==> src/rtl/vga_sync_decoder_if.sv <==
// Interface for the VGA sync decoder: sync inputs from the video source
// and timing measurements back out.
interface vga_sync_decoder_if;
  logic        hsync;
  logic        vsync;
  logic [11:0] col;
  logic [10:0] row;
  logic [11:0] line_len;
  logic [11:0] hs_width;
  logic [10:0] frame_lines;
  logic        new_frame;
  logic        locked;

  modport master (
    output hsync, vsync,
    input  col, row, line_len, hs_width, frame_lines, new_frame, locked
  );

  modport slave (
    input  hsync, vsync,
    output col, row, line_len, hs_width, frame_lines, new_frame, locked
  );
endinterface

==> src/rtl/vga_sync_decoder.sv <==
// Measures VGA line/frame timing from async sync pins and tracks lock.
// Optional loss-of-signal watchdog: define VGA_DEC_TIMEOUT_EN.
module vga_sync_decoder #(
  parameter int unsigned LOCK_LINES = 4,
  parameter int unsigned TIMEOUT    = 4095
) (
  input  logic             clock,
  input  logic             reset,
  vga_sync_decoder_if.slave bus
);

  typedef enum logic [1:0] {
    ST_SEARCH  = 2'd0,
    ST_LINE_OK = 2'd1,
    ST_LOCKED  = 2'd2
  } state_t;

`ifdef VGA_DEC_TIMEOUT_EN
  localparam logic WDOG_EN = 1'b1;
`else
  localparam logic WDOG_EN = 1'b0;
`endif

  localparam logic [11:0] TIMEOUT_M1  = 12'(TIMEOUT - 1);
  localparam logic [3:0]  LOCK_TARGET = 4'(LOCK_LINES - 1);

  logic        r_hs_meta, r_hs_sync, r_hs_prev;
  logic        r_vs_meta, r_vs_sync, r_vs_prev;
  logic [11:0] r_col, r_line_len, r_hs_cnt, r_hs_width;
  logic [10:0] r_row, r_frame_lines;
  logic        r_new_frame, r_locked;
  logic [2:0]  r_match_cnt;
  state_t      r_state;

  logic        w_hs_fall, w_hs_rise, w_vs_fall;
  logic [12:0] w_len_meas;
  logic [11:0] w_frm_meas;
  logic        w_line_match, w_frame_match, w_timeout;
  logic [3:0]  w_cnt_inc;
  logic [2:0]  w_match_cnt_nxt;
  state_t      w_state_nxt;
  logic        w_locked_nxt;

  // Sync pins idle high, so presetting the flops to 1 avoids a false edge after reset.
  always_ff @(posedge clock) begin
    if (!reset) begin
      r_hs_meta <= 1'b1;
      r_hs_sync <= 1'b1;
      r_hs_prev <= 1'b1;
      r_vs_meta <= 1'b1;
      r_vs_sync <= 1'b1;
      r_vs_prev <= 1'b1;
    end else begin
      r_hs_meta <= bus.hsync;
      r_hs_sync <= r_hs_meta;
      r_hs_prev <= r_hs_sync;
      r_vs_meta <= bus.vsync;
      r_vs_sync <= r_vs_meta;
      r_vs_prev <= r_vs_sync;
    end
  end

  assign w_hs_fall     = r_hs_prev & ~r_hs_sync;
  assign w_hs_rise     = ~r_hs_prev & r_hs_sync;
  assign w_vs_fall     = r_vs_prev & ~r_vs_sync;
  assign w_len_meas    = {1'b0, r_col} + 13'd1;
  assign w_frm_meas    = {1'b0, r_row} + 12'd1;
  assign w_line_match  = (w_len_meas == {1'b0, r_line_len});
  assign w_frame_match = (w_frm_meas == {1'b0, r_frame_lines});
  assign w_cnt_inc     = {1'b0, r_match_cnt} + 4'd1;
  assign w_timeout     = WDOG_EN && !w_hs_fall && (r_col == TIMEOUT_M1);

  // Position counters and measurements; the watchdog clear overrides fresh loads.
  always_ff @(posedge clock) begin
    if (!reset) begin
      r_col         <= 12'd0;
      r_row         <= 11'd0;
      r_line_len    <= 12'd0;
      r_frame_lines <= 11'd0;
      r_new_frame   <= 1'b0;
      r_hs_cnt      <= 12'd0;
      r_hs_width    <= 12'd0;
    end else begin
      if (w_hs_fall) begin
        r_col      <= 12'd0;
        r_line_len <= w_len_meas[11:0];
      end else if (r_col != 12'hFFF) begin
        r_col <= r_col + 12'd1;
      end
      if (w_vs_fall) begin
        r_row         <= 11'd0;
        r_frame_lines <= w_frm_meas[10:0];
        r_new_frame   <= 1'b1;
      end else begin
        r_new_frame <= 1'b0;
        if (w_hs_fall && (r_row != 11'h7FF)) begin
          r_row <= r_row + 11'd1;
        end
      end
      if (!r_hs_sync) begin
        if (r_hs_cnt != 12'hFFF) begin
          r_hs_cnt <= r_hs_cnt + 12'd1;
        end
      end else begin
        r_hs_cnt <= 12'd0;
      end
      if (w_hs_rise) begin
        r_hs_width <= r_hs_cnt;
      end
      if (w_timeout) begin
        r_line_len    <= 12'd0;
        r_frame_lines <= 11'd0;
      end
    end
  end

  // State register, match counter and registered lock flag.
  always_ff @(posedge clock) begin
    if (!reset) begin
      r_state     <= ST_SEARCH;
      r_match_cnt <= 3'd0;
      r_locked    <= 1'b0;
    end else begin
      r_state     <= w_state_nxt;
      r_match_cnt <= w_match_cnt_nxt;
      r_locked    <= w_locked_nxt;
    end
  end

  // Next-state logic; LOCK_LINES equal lengths means LOCK_LINES-1 successive matches.
  always_comb begin
    w_state_nxt     = r_state;
    w_match_cnt_nxt = r_match_cnt;
    case (r_state)
      ST_SEARCH: begin
        if (w_hs_fall) begin
          if (w_line_match) begin
            w_match_cnt_nxt = (r_match_cnt == 3'd7) ? 3'd7 : w_cnt_inc[2:0];
            if (w_cnt_inc >= LOCK_TARGET) begin
              w_state_nxt = ST_LINE_OK;
            end else begin
              w_state_nxt = ST_SEARCH;
            end
          end else begin
            w_match_cnt_nxt = 3'd0;
          end
        end else begin
          w_state_nxt = ST_SEARCH;
        end
      end
      ST_LINE_OK: begin
        if (w_hs_fall && !w_line_match) begin
          w_state_nxt     = ST_SEARCH;
          w_match_cnt_nxt = 3'd0;
        end else if (w_vs_fall && w_frame_match && (r_frame_lines != 11'd0)) begin
          w_state_nxt = ST_LOCKED;
        end else begin
          w_state_nxt = ST_LINE_OK;
        end
      end
      ST_LOCKED: begin
        if ((w_hs_fall && !w_line_match) || (w_vs_fall && !w_frame_match)) begin
          w_state_nxt     = ST_SEARCH;
          w_match_cnt_nxt = 3'd0;
        end else begin
          w_state_nxt = ST_LOCKED;
        end
      end
      default: begin
        w_state_nxt     = ST_SEARCH;
        w_match_cnt_nxt = 3'd0;
      end
    endcase
    if (w_timeout) begin
      w_state_nxt     = ST_SEARCH;
      w_match_cnt_nxt = 3'd0;
    end else begin
      w_state_nxt     = w_state_nxt;
    end
  end

  // Output decode from the next state so locked lands one cycle after the deciding event.
  always_comb begin
    w_locked_nxt = 1'b0;
    if (w_state_nxt == ST_LOCKED) begin
      w_locked_nxt = 1'b1;
    end else begin
      w_locked_nxt = 1'b0;
    end
  end

  assign bus.col         = r_col;
  assign bus.row         = r_row;
  assign bus.line_len    = r_line_len;
  assign bus.hs_width    = r_hs_width;
  assign bus.frame_lines = r_frame_lines;
  assign bus.new_frame   = r_new_frame;
  assign bus.locked      = r_locked;

endmodule
==> src/flat_wrapper.sv <==
// flat-port wrapper written by rule: the top's interface ports become plain ports
module vga_sync_decoder_flat 
#(
  parameter int unsigned LOCK_LINES = 4,
  parameter int unsigned TIMEOUT    = 4095
)
  (clock, reset, bus_hsync, bus_vsync, bus_col, bus_row, bus_line_len, bus_hs_width, bus_frame_lines, bus_new_frame, bus_locked);
  vga_sync_decoder_if bus_i ();
  input  logic clock;
  input  logic reset;
  input wire logic [$bits(bus_i.hsync)-1:0] bus_hsync;
  input wire logic [$bits(bus_i.vsync)-1:0] bus_vsync;
  output wire logic [$bits(bus_i.col)-1:0] bus_col;
  output wire logic [$bits(bus_i.row)-1:0] bus_row;
  output wire logic [$bits(bus_i.line_len)-1:0] bus_line_len;
  output wire logic [$bits(bus_i.hs_width)-1:0] bus_hs_width;
  output wire logic [$bits(bus_i.frame_lines)-1:0] bus_frame_lines;
  output wire logic [$bits(bus_i.new_frame)-1:0] bus_new_frame;
  output wire logic [$bits(bus_i.locked)-1:0] bus_locked;
  assign bus_i.hsync = bus_hsync;
  assign bus_i.vsync = bus_vsync;
  assign bus_col = bus_i.col;
  assign bus_row = bus_i.row;
  assign bus_line_len = bus_i.line_len;
  assign bus_hs_width = bus_i.hs_width;
  assign bus_frame_lines = bus_i.frame_lines;
  assign bus_new_frame = bus_i.new_frame;
  assign bus_locked = bus_i.locked;
  vga_sync_decoder #(.LOCK_LINES(LOCK_LINES), .TIMEOUT(TIMEOUT)) u_core (.clock(clock), .reset(reset), .bus(bus_i));
endmodule
==> config.mk <==
export PLATFORM = sky130hd
export DESIGN_NAME = vga_sync_decoder_flat
export DESIGN_NICKNAME = d
export VERILOG_FILES = /design/src/rtl/vga_sync_decoder_if.sv /design/src/rtl/vga_sync_decoder.sv /design/src/flat_wrapper.sv
export SDC_FILE = /design/constraint.sdc
export NUM_CORES = 1
export LEC_CHECK = 0
export ABC_AREA = 1
export BUFFER_PORTS_ARGS = -buffer_cell sky130_fd_sc_hd__buf_2
export CORE_MARGIN = 2
export CORE_UTILIZATION = 38
export DETAILED_ROUTE_END_ITERATION = 10
export PLACE_DENSITY = 0.59
export SLEW_MARGIN = 25
export SYNTH_ARGS = -nofsm -noshare
export SYNTH_HDL_FRONTEND = slang
export SYNTH_SLANG_ARGS = --single-unit
==> constraint.sdc <==
create_clock -name clock -period 2.15 [get_ports clock]
set_input_delay 0 -clock clock [delete_from_list [all_inputs] [get_ports clock]]
set_output_delay 0 -clock clock [all_outputs]
set_load 0.01 [all_outputs]
==> results.json <==
{
  "synth_cells": 586,
  "finalCritPeriodShare_pct": 94.1,
  "h-tree-depth": 3,
  "p_sw_share_pct": 25.0,
  "grt_pass1_wl_microns": 16800,
  "slew_headroom_pct": 58.2,
  "die_w_microns": 107,
  "ys_seq_elements": 83,
  "cts_buffer_depth": 2,
  "fin_skew_ps": 15.3,
  "gp_congestion": 0.926,
  "holdCritPathClass": "input port to flop",
  "rows": 37,
  "seqCellArea_sq_um": 1680,
  "clkPwrFrac_pct": 42.9,
  "pre_cts_slack_ps": 72.1,
  "grt_overflow": 0,
  "crit_path_max_fanout": 5,
  "grt_max_degree": 19,
  "postLayoutCoreUtil_pct": 48.8,
  "diodes": 0,
  "yosys_warnings": 0,
  "p_per_area_nw_per_um2": 648,
  "synth-edff-count": 0,
  "num_vias": 4024,
  "first_global_vias": 3589,
  "antenna_found_initial": 0,
  "final_common_cell": "nand2_1",
  "synth_top_area_share_pct": 41.2,
  "finalPower_mw": 3.27,
  "syn_to_final_growth_pct": 25.0,
  "track_usage_pct": 18.3,
  "crit_type": "flop to flop",
  "ir_worst_vdd_uv": 651,
  "ant_nets": 0,
  "dp.cells": 785,
  "cts_tree": "done",
  "startpoint_type": "flop",
  "crit_path_end": "u_core.r_match_cnt[0]",
  "crit_arrival_ps": 2290,
  "reg2reg_slack_ps": 130,
  "ioPinCount": 64,
  "maxCapViolCount": 0,
  "dieArea_sq_um": 11400,
  "dieHeight_microns": 107,
  "portBuffers": 63,
  "totalWireLength_microns": 10300,
  "clock-root-buffer": "clkbuf_8",
  "placed_area_sq_um": 4550,
  "stdcell_area_sq_um": 5040,
  "layout_common_cells": "nand2_1 (140), inv_1 (83), dfxtp_1 (71)",
  "worstRegToRegCells": 17,
  "drc": 0,
  "fillers": 1012,
  "r2r-start": "u_core.bus.col[3]",
  "ys_seq_area_share_pct": 41.2,
  "start_util_pct": 39.0,
  "wl_per_cell_microns": 12.7,
  "synthTopCellsByArea": "dfxtp_1 (41%), nand2_1 (13%), inv_1 (7.7%)",
  "hold_viol": 0,
  "routed_via_density": 4.96,
  "path_clk_slew_ps": 90,
  "final_nets": 678,
  "status": "finished clean",
  "cts_num_sinks": 83,
  "place_hpwl_microns": 7460,
  "cellInternalPower_mw": 2.45,
  "dr.pass1.iters": 7,
  "required_ps": 2410,
  "core_sq_um": 10300,
  "syn_area_per_cell_sq_um": 6.88,
  "worstMarginPinSlew_ps": 625,
  "setup_viol": 0,
  "stdcell_count": 811,
  "synth.largest_area_cell": "dfxtp_1",
  "r2r-end": "u_core.r_match_cnt[0]",
  "tns_ps": 0,
  "synthFlopType": "dfxtp_1",
  "drv_slew": 0,
  "end_kind": "flop",
  "p_switching_uw": 816,
  "holdWs_ps": 33.2,
  "p_leak_nw": 2.42,
  "max_clock_freq_mhz": 494,
  "crit_path_start": "u_core.bus.col[3]",
  "clock_latency_ps": 360,
  "async_reset_ff_share_pct": 0,
  "setup_ws_ps": 126,
  "syn_area_sq_um": 4030,
  "rsz0062_at_grt": "true",
  "drive_gt1_share_pct": 22.5,
  "yosysUniqueCellTypes": 33,
  "multi_input_area_sq_um": 2140,
  "syn-num-nets": 594,
  "cts_inserted_buffers": 9,
  "combPwrFrac_pct": 8.0,
  "p_seq_share_pct": 49.2,
  "drt_iter0_markers": 221,
  "min_period_ps": 2020
}
## how the worst min path moves through the flow
stage               startpoint          endpoint  slack [ps]  cells past startpoint
CTS                      reset  u_core.r_vs_prev          10                      3
detailed placement   bus_vsync  u_core.r_vs_meta         190                      2
finish                   reset  u_core.r_vs_prev          30                      3
global placement     bus_vsync  u_core.r_vs_meta         190                      2
floorplan            bus_hsync  u_core.r_hs_meta         110                      1
global route             reset  u_core.r_vs_prev          50                      3
## synth_stat cells, types with 2 or more instances
library cell and instances:
a21oi_1 34, a31oi_1 3, clkbuf_1 9, dfxtp_1 83
ha_1 4, inv_1 83, inv_2 3, nand2_1 144
nand2_2 7, nand3_1 53, nand3_2 2, nand4_1 6
nor2_1 56, nor2_2 5, nor2_8 2, nor3_1 7
nor4_1 2, o211ai_1 2, o21a_1 4, o21ai_0 40
o22ai_1 15, or2_2 5, xnor2_1 2, xnor3_1 2
xor2_1 5
## worst max-delay path, stage by stage (launching register included)
cell     delay (ps)
dfxtp_1         400
nand2_1         150
nor2_4          200
buf_4           150
buf_4           100
nand4_1          90
nand3_1         100
nand2_1          60
nand2_1          70
nor2_2           40
nand2_2         110
nand2_4          80
nand2_4          90
nand2_4          60
inv_2            70
nand3_1          60
nand2_1          60
nor2_1           40
## layout make-up
| type | instances | area share, % |
|---|---|---|
| multi-input combinational | 407 | 42.5 |
| clock inverter | 7 | 2.43 |
| tap | 136 | 3.38 |
| timing repair buffer | 82 | 9.44 |
| inverter | 87 | 6.53 |
| sequential | 83 | 33.3 |
| clock buffer | 9 | 2.46 |
## what timing repair did
| action | CTS | global route |
|---|---|---|
| buffers inserted | 0 | 7 |
| endpoints found under the hold margin | 2 | 0 |
| hold buffers | 2 | 0 |
| endpoints found under the setup margin | 0 | 12 |
| resized for setup | 0 | 41 |
## power by group through the flow
stage	clock (mW)	combinational, mW	sequential, mW
after floorplan	0	0.146	1.65
after global placement	0	0.238	1.63
after detailed placement	0	0.239	1.64
after CTS	1.42	0.243	1.60
after global routing	1.49	0.290	1.61
final	1.40	0.260	1.61
## registers in the layout (all words and copies together) (netlist names), 2 cells and up
register,count
u_core.bus.col,12
u_core.bus.hs_width,12
u_core.bus.line_len,12
u_core.r_hs_cnt,12
u_core.bus.frame_lines,11
u_core.bus.row,11
u_core.r_match_cnt,3
u_core.r_state,2
## layer usage
layer  global-route usage, %  routed length [microns]  vias up
li1                        -                        -     2075
met1                    24.2                     4780     1822
met3                    4.07                      585       16
met5                       0                        0        -
met4                    5.47                      134        0
met2                    29.8                     4840      111
## logic make-up after synthesis
logic type	after synthesis	share of synthesized area, %
compound gates	101	13.6
simple gates	292	32.2
flops	83	41.2
xor+xnor	9	2.64
fa+ha+maj	4	1.24
buf+inv	97	9.06
No activity file was read; power rests on OpenSTA's default activity.
